[src/rtl/saradc_sar_ctrl.sv]
// rtl/saradc_sar_ctrl.sv - SAR conversion controller: sample timing, MSB-first bit resolution, DAC switch codes
module saradc_sar_ctrl #(
    parameter int NBITS      = 8,
    parameter int SMP_CYCLES = 2
) (
    input  logic             clk,
    input  logic             rst,
    input  logic             start,
    input  logic             cont,
    input  logic             compp,
    input  logic             compn,
    output logic             sample,
    output logic             valid,
    output logic [NBITS-1:1] resultp,
    output logic [NBITS-1:1] resultn,
    output logic [NBITS-1:0] dout,
    output logic             done,
    output logic             err
);
    localparam int KW = (NBITS > 2) ? $clog2(NBITS) : 1;
    localparam int SW = $clog2(SMP_CYCLES + 1);
    localparam logic [SW-1:0] SMP_LAST = SW'(SMP_CYCLES - 1);
    localparam logic [KW-1:0] K_MSB    = KW'(NBITS - 1);

    typedef enum logic [1:0] {IDLE, SMP, CONV} state_t;

    state_t           state, state_n;
    logic [SW-1:0]    smp_cnt, smp_cnt_n;
    logic [KW-1:0]    k, k_n;
    logic [NBITS-1:0] code, code_n, full_code;
    logic             sample_n, valid_n, done_n, err_n;
    logic [NBITS-1:1] resultp_n, resultn_n;
    logic [NBITS-1:0] dout_n;
    logic             dec_one, dec_zero, dec_bad;

    assign dec_one  = compp & ~compn;
    assign dec_zero = ~compp & compn;
    assign dec_bad  = ~(compp ^ compn);

    always_comb begin
        state_n   = state;
        smp_cnt_n = smp_cnt;
        k_n       = k;
        code_n    = code;
        full_code = code;
        sample_n  = sample;
        valid_n   = valid;
        resultp_n = resultp;
        resultn_n = resultn;
        dout_n    = dout;
        done_n    = 1'b0;
        err_n     = err;
        case (state)
            IDLE: begin
                if (start) begin
                    state_n   = SMP;
                    sample_n  = 1'b1;
                    valid_n   = 1'b0;
                    resultp_n = '0;
                    resultn_n = '0;
                    smp_cnt_n = '0;
                    code_n    = '0;
                end
            end
            SMP: begin
                if (smp_cnt == SMP_LAST) begin
                    state_n  = CONV;
                    sample_n = 1'b0;
                    k_n      = K_MSB;
                end else begin
                    smp_cnt_n = smp_cnt + 1'b1;
                end
            end
            CONV: begin
                full_code[k] = dec_one;
                code_n       = full_code;
                if (dec_bad)
                    err_n = 1'b1;
                if (k != '0) begin
                    // undecided bits leave both switches open
                    resultn_n[k] = dec_one;
                    resultp_n[k] = dec_zero;
                    k_n          = k - 1'b1;
                end else begin
                    dout_n  = full_code;
                    done_n  = 1'b1;
                    if (cont) begin
                        state_n   = SMP;
                        sample_n  = 1'b1;
                        valid_n   = 1'b0;
                        resultp_n = '0;
                        resultn_n = '0;
                        smp_cnt_n = '0;
                        code_n    = '0;
                    end else begin
                        state_n = IDLE;
                        valid_n = 1'b1;
                    end
                end
            end
            default: state_n = IDLE;
        endcase
    end

    always_ff @(posedge clk or posedge rst) begin
        if (rst) begin
            state   <= IDLE;
            smp_cnt <= '0;
            k       <= '0;
            code    <= '0;
            sample  <= 1'b0;
            valid   <= 1'b1;
            resultp <= '0;
            resultn <= '0;
            dout    <= '0;
            done    <= 1'b0;
            err     <= 1'b0;
        end else begin
            state   <= state_n;
            smp_cnt <= smp_cnt_n;
            k       <= k_n;
            code    <= code_n;
            sample  <= sample_n;
            valid   <= valid_n;
            resultp <= resultp_n;
            resultn <= resultn_n;
            dout    <= dout_n;
            done    <= done_n;
            err     <= err_n;
        end
    end
endmodule

[config.mk]
export PLATFORM = sky130hd
export DESIGN_NAME = saradc_sar_ctrl
export DESIGN_NICKNAME = d
export VERILOG_FILES = /design/src/rtl/saradc_sar_ctrl.sv
export SDC_FILE = /design/constraint.sdc
export NUM_CORES = 1
export LEC_CHECK = 0
export ABC_AREA = 1
export CORE_ASPECT_RATIO = 1.1
export CORE_MARGIN = 2
export CORE_UTILIZATION = 50
export DETAILED_ROUTE_END_ITERATION = 8
export PLACE_DENSITY = 0.75
export SYNTH_ARGS = -nofsm -noshare
export SYNTH_HDL_FRONTEND = slang
export SYNTH_SLANG_ARGS = --single-unit
export TNS_END_PERCENT = 30
[constraint.sdc]
create_clock -name clk -period 3.4 [get_ports clk]
set_input_delay 0.68 -clock clk [delete_from_list [all_inputs] [get_ports clk]]
set_output_delay 0.68 -clock clk [all_outputs]
set_load 0.1 [all_outputs]
==> impl_results.html <==
<table>
<tr><th>Metric</th><th>Value</th></tr>
<tr><th colspan="2">Outcome</th></tr>
<tr><td>Outcome</td><td>finished, final reports clean</td></tr>
<tr><th colspan="2">Clocking</th></tr>
<tr><td>TritonCTS clock tree</td><td>yes</td></tr>
<tr><td>Clock transition at the registers of the reported paths</td><td>0.08 ns</td></tr>
<tr><td>Buffers from clock root to sink, at most</td><td>2</td></tr>
<tr><td>Clock root buffer</td><td>clkbuf_8</td></tr>
<tr><td>Number of hold buffers added after CTS</td><td>0</td></tr>
<tr><td>Resized Gates After CTS</td><td>0</td></tr>
<tr><td>Number of clock buffers inserted by TritonCTS</td><td>5</td></tr>
<tr><td>Number of setup buffers added after CTS</td><td>0</td></tr>
<tr><td>Insertion delay of the later-clocked pin in the worst-skew pair</td><td>0.30 ns</td></tr>
<tr><td>H-tree lvl count</td><td>2</td></tr>
<tr><td>Num Clock Sinks</td><td>41</td></tr>
<tr><th colspan="2">Synth</th></tr>
<tr><td>Top area cells in the synthesized netlist</td><td>dfrtp_1, nand2_1, nand3_1</td></tr>
<tr><td>Combinational family with the most area after synthesis</td><td>simple AND/OR/NAND/NOR gates</td></tr>
<tr><td>Most area-hungry cell type in the Yosys netlist</td><td>dfrtp_1</td></tr>
<tr><td>Post-synthesis compound-gate area fraction</td><td>5.00%</td></tr>
<tr><td>Share of the synthesized area in the top cell type</td><td>49.4%</td></tr>
<tr><td>Mapped Area</td><td>0.00203 mm2</td></tr>
<tr><td>Count of yosys warnings during synthesis</td><td>0</td></tr>
<tr><td>Adder and majority cell fraction of the synthesized area</td><td>3.09%</td></tr>
<tr><td>Asr flop ratio synth</td><td>100%</td></tr>
<tr><td>Most frequently used flop master after synthesis</td><td>dfrtp_1</td></tr>
<tr><td>Number of instances in the synthesized netlist</td><td>248</td></tr>
<tr><td>Cell types with the highest counts after synthesis</td><td>nand2_1, dfrtp_1, nand3_1</td></tr>
<tr><td>Flip-flop and latch count after synthesis</td><td>41</td></tr>
<tr><td>Dominant cell by count in the synthesized netlist</td><td>nand2_1</td></tr>
<tr><td>Synthesized-area fraction occupied by and/or/nand/nor cells</td><td>34.9%</td></tr>
<tr><td>Post-Synth XOR/XNOR Area</td><td>0%</td></tr>
<tr><td>Unique cell type count in the Yosys netlist</td><td>23</td></tr>
<tr><td>Synthesized netlist net count</td><td>259</td></tr>
<tr><td>Post-synth EDFFs</td><td>0</td></tr>
<tr><td>Sequential-to-total area share from yosys stat</td><td>50.7%</td></tr>
<tr><td>Share of synthesized area spent on multiplexers</td><td>0%</td></tr>
<tr><td>Mean area per synthesized cell</td><td>8.17 um2</td></tr>
<tr><th colspan="2">Pwr</th></tr>
<tr><td>Power consumption</td><td>1.96 mW</td></tr>
<tr><td>Power density over the cells</td><td>807 mW/mm2</td></tr>
<tr><td>Total leakage power</td><td>1.37 nW</td></tr>
<tr><td>Peak supply drop</td><td>0.523 mV</td></tr>
<tr><th colspan="2">Critical path</th></tr>
<tr><td>Chain of cells forming the critical path</td><td>clkdlybuf4s50_1</td></tr>
<tr><td>Slowest stage cell on the critical path</td><td>clkdlybuf4s50_1</td></tr>
<tr><td>Critical path launch point type</td><td>flop</td></tr>
<tr><td>Max stage delay on crit path</td><td>1.14 ns</td></tr>
<tr><td>CP delay by family, top</td><td>buffers and inverters</td></tr>
<tr><td>Worst Path Class, Setup</td><td>reg2out</td></tr>
<tr><td>Worst path bufs/invs</td><td>1</td></tr>
<tr><td>Worst Setup End Kind</td><td>output pin</td></tr>
<tr><td>Arr. time, crit path</td><td>1.82 ns</td></tr>
<tr><td>Worst-path fanout max</td><td>2</td></tr>
<tr><td>Required time of the critical path</td><td>2.72 ns</td></tr>
<tr><th colspan="2">Die</th></tr>
<tr><td>Initial Utilization</td><td>51.5%</td></tr>
<tr><td>Die area</td><td>0.00458 mm2</td></tr>
<tr><td>Boundary pin count</td><td>32</td></tr>
<tr><td>Number of standard-cell rows in the floorplan</td><td>24</td></tr>
<tr><td>Floorplan Core Area</td><td>0.00393 mm2</td></tr>
<tr><td>Horizontal die dimension</td><td>64.7 um</td></tr>
<tr><td>Die height</td><td>70.8 um</td></tr>
<tr><th colspan="2">STA</th></tr>
<tr><td>Final Critical Period</td><td>2.50 ns</td></tr>
<tr><td>Period utilization</td><td>73.4%</td></tr>
<tr><td>Actual transition at the worst max-transition pin</td><td>0.969 ns</td></tr>
<tr><td>Rel. slew slack</td><td>35.2%</td></tr>
<tr><td>Final number of hold-violating endpoints</td><td>0</td></tr>
<tr><td>Max frequency</td><td>400 MHz</td></tr>
<tr><td>Worst clock skew on the final layout</td><td>0.00614 ns</td></tr>
<tr><td>Final Slew Violations</td><td>0</td></tr>
<tr><td>TNS Setup</td><td>0 ns</td></tr>
<tr><td>Unrepaired setup endpoints after global routing</td><td>false</td></tr>
<tr><td>Final setup violation count</td><td>0</td></tr>
<tr><th colspan="2">GRT</th></tr>
<tr><td>Antenna violations before repair</td><td>0</td></tr>
<tr><td>Overall overflow remaining after global route</td><td>0</td></tr>
<tr><td>Overall global routing resource usage</td><td>20.2%</td></tr>
<tr><td>Number of global-route vias before repair</td><td>1574</td></tr>
<tr><td>Wire length of the first global-routing pass</td><td>7.11 mm</td></tr>
<tr><td>Largest net degree at the start of global routing</td><td>19</td></tr>
<tr><th colspan="2">Detailed routing</th></tr>
<tr><td>Pre-Repair DR Iteration Count</td><td>4</td></tr>
<tr><td>Overall routed net length</td><td>4.09 mm</td></tr>
<tr><td>Remaining antenna violation count after routing</td><td>0</td></tr>
<tr><td>First-iteration detailed-routing DRC count</td><td>102</td></tr>
<tr><td>DR DRC count</td><td>0</td></tr>
<tr><td>Post-detailed-route via-to-cell ratio</td><td>4.95</td></tr>
<tr><td>Routed length per placed instance</td><td>12.1 um</td></tr>
<tr><td>Total via count after detailed routing</td><td>1669</td></tr>
<tr><th colspan="2">Flow run</th></tr>
<tr><td>Number of max-capacitance violations reported</td><td>0</td></tr>
<tr><th colspan="2">Cells and area</th></tr>
<tr><td>Number of antenna cells inserted</td><td>0</td></tr>
<tr><td>Net count of the finished layout</td><td>295</td></tr>
<tr><td>Area added between synthesis and finish</td><td>20.1%</td></tr>
<tr><td>Share of cells above drive strength 1</td><td>15.4%</td></tr>
<tr><th colspan="2">Worst hold path</th></tr>
<tr><td>Hold/Removal Path Class</td><td>reg2reg</td></tr>
<tr><th colspan="2">Placement</th></tr>
<tr><td>Detailed Place HPWL</td><td>3.02 mm</td></tr>
<tr><td>Number of buffers added on ports</td><td>31</td></tr>
<tr><td>Global placer's final weighted congestion</td><td>0.891</td></tr>
</table>
==> layer usage <==
layer | GRT usage, % | vias up | part of all wire [%]
li1 | - | 839 | -
met1 | 26.2 | 786 | 45
met2 | 33.2 | 38 | 50
met3 | 4.45 | 6 | 4.0
met4 | 7.80 | 0 | 1.6
met5 | 0 | - | 0
==> cells by family (layout without fill, tap and decap cells) <==
logic type                 after synthesis  count (layout)
and+or+nand+nor                        155             155
DFF                                     41              41
buffers and inverters                   29              66
AOI/OAI and AO/OA                       18              18
adders and majority gates                5               5
==> metrics by stage <==
step                area (um2)  hold slack (ns)  utilization (%)  cells  setup slack, ns
floorplan                 2030            0.449                -    248             1.78
global placement          2350            0.448             59.7    329             1.25
detailed placement        2350            0.452             59.7    329             1.21
global route              2430            0.481             61.9    337            0.881
finish                    2430            0.463             61.9    337            0.903
CTS                       2430            0.472             61.9    337            0.913
==> state kept, by name (all words and copies together) (netlist names) <==
register and count:
done 1, smp_cnt 2, sample 1, valid 1
dout 8, err 1, code 8, resultp 7
state 2, k 3, resultn 7
==> placed cells by master, fill, tap and decap left out, types with 3 or more instances in the layout <==
cell type and n:
buf_4 16, clkbuf_8 5, clkdlybuf4s50_1 17, dfrtp_1 40, ha_1 5, inv_1 20, inv_2 5, nand2_1 113
nand2_2 3, nand3_1 22, nor2_1 8, nor2_8 3, o21ai_0 11
==> where the power goes <==
| part | switching (mW) | internal (mW) | total, mW | leakage [nW] |
|---|---|---|---|---|
| logic | 0.737 | 0.228 | 0.966 | 0.784 |
| clock network | 0.170 | 0.142 | 0.312 | 0.0439 |
| registers | 0.102 | 0.584 | 0.686 | 0.539 |
| total | 1.01 | 0.954 | 1.96 | 1.37 |
==> area by class of cell <==
cell class              instances  area, um2
fillers                       368       1500
flip-flops and latches         41       1030
multi-input cells             178        871
repair buffers                 33        290
inverters                      25       93.8
clock buffers                   5       68.8
well taps                      52       65.1
clock inverters                 3       17.5
==> final timing paths <==
check / start / end / slack [ns] / cells past startpoint
max: resultn[4]$_DFFE_PP0P_ / resultn[4] / 0.90 / 1
max reg2reg: k[0]$_DFFE_PP0P_ / resultn[6]$_DFFE_PP0P_ / 1.73 / 9
max in group asynchronous: rst / valid$_DFFE_PP1P_ / 2.17 / 3
min in group asynchronous: rst / done$_DFF_PP0_ / 0.64 / 2
min reg2reg: err$_DFFE_PP0P_ / err$_DFFE_PP0P_ / 0.46 / 1
min: err$_DFFE_PP0P_ / err$_DFFE_PP0P_ / 0.46 / 1
(Power assumes the default switching activity.)
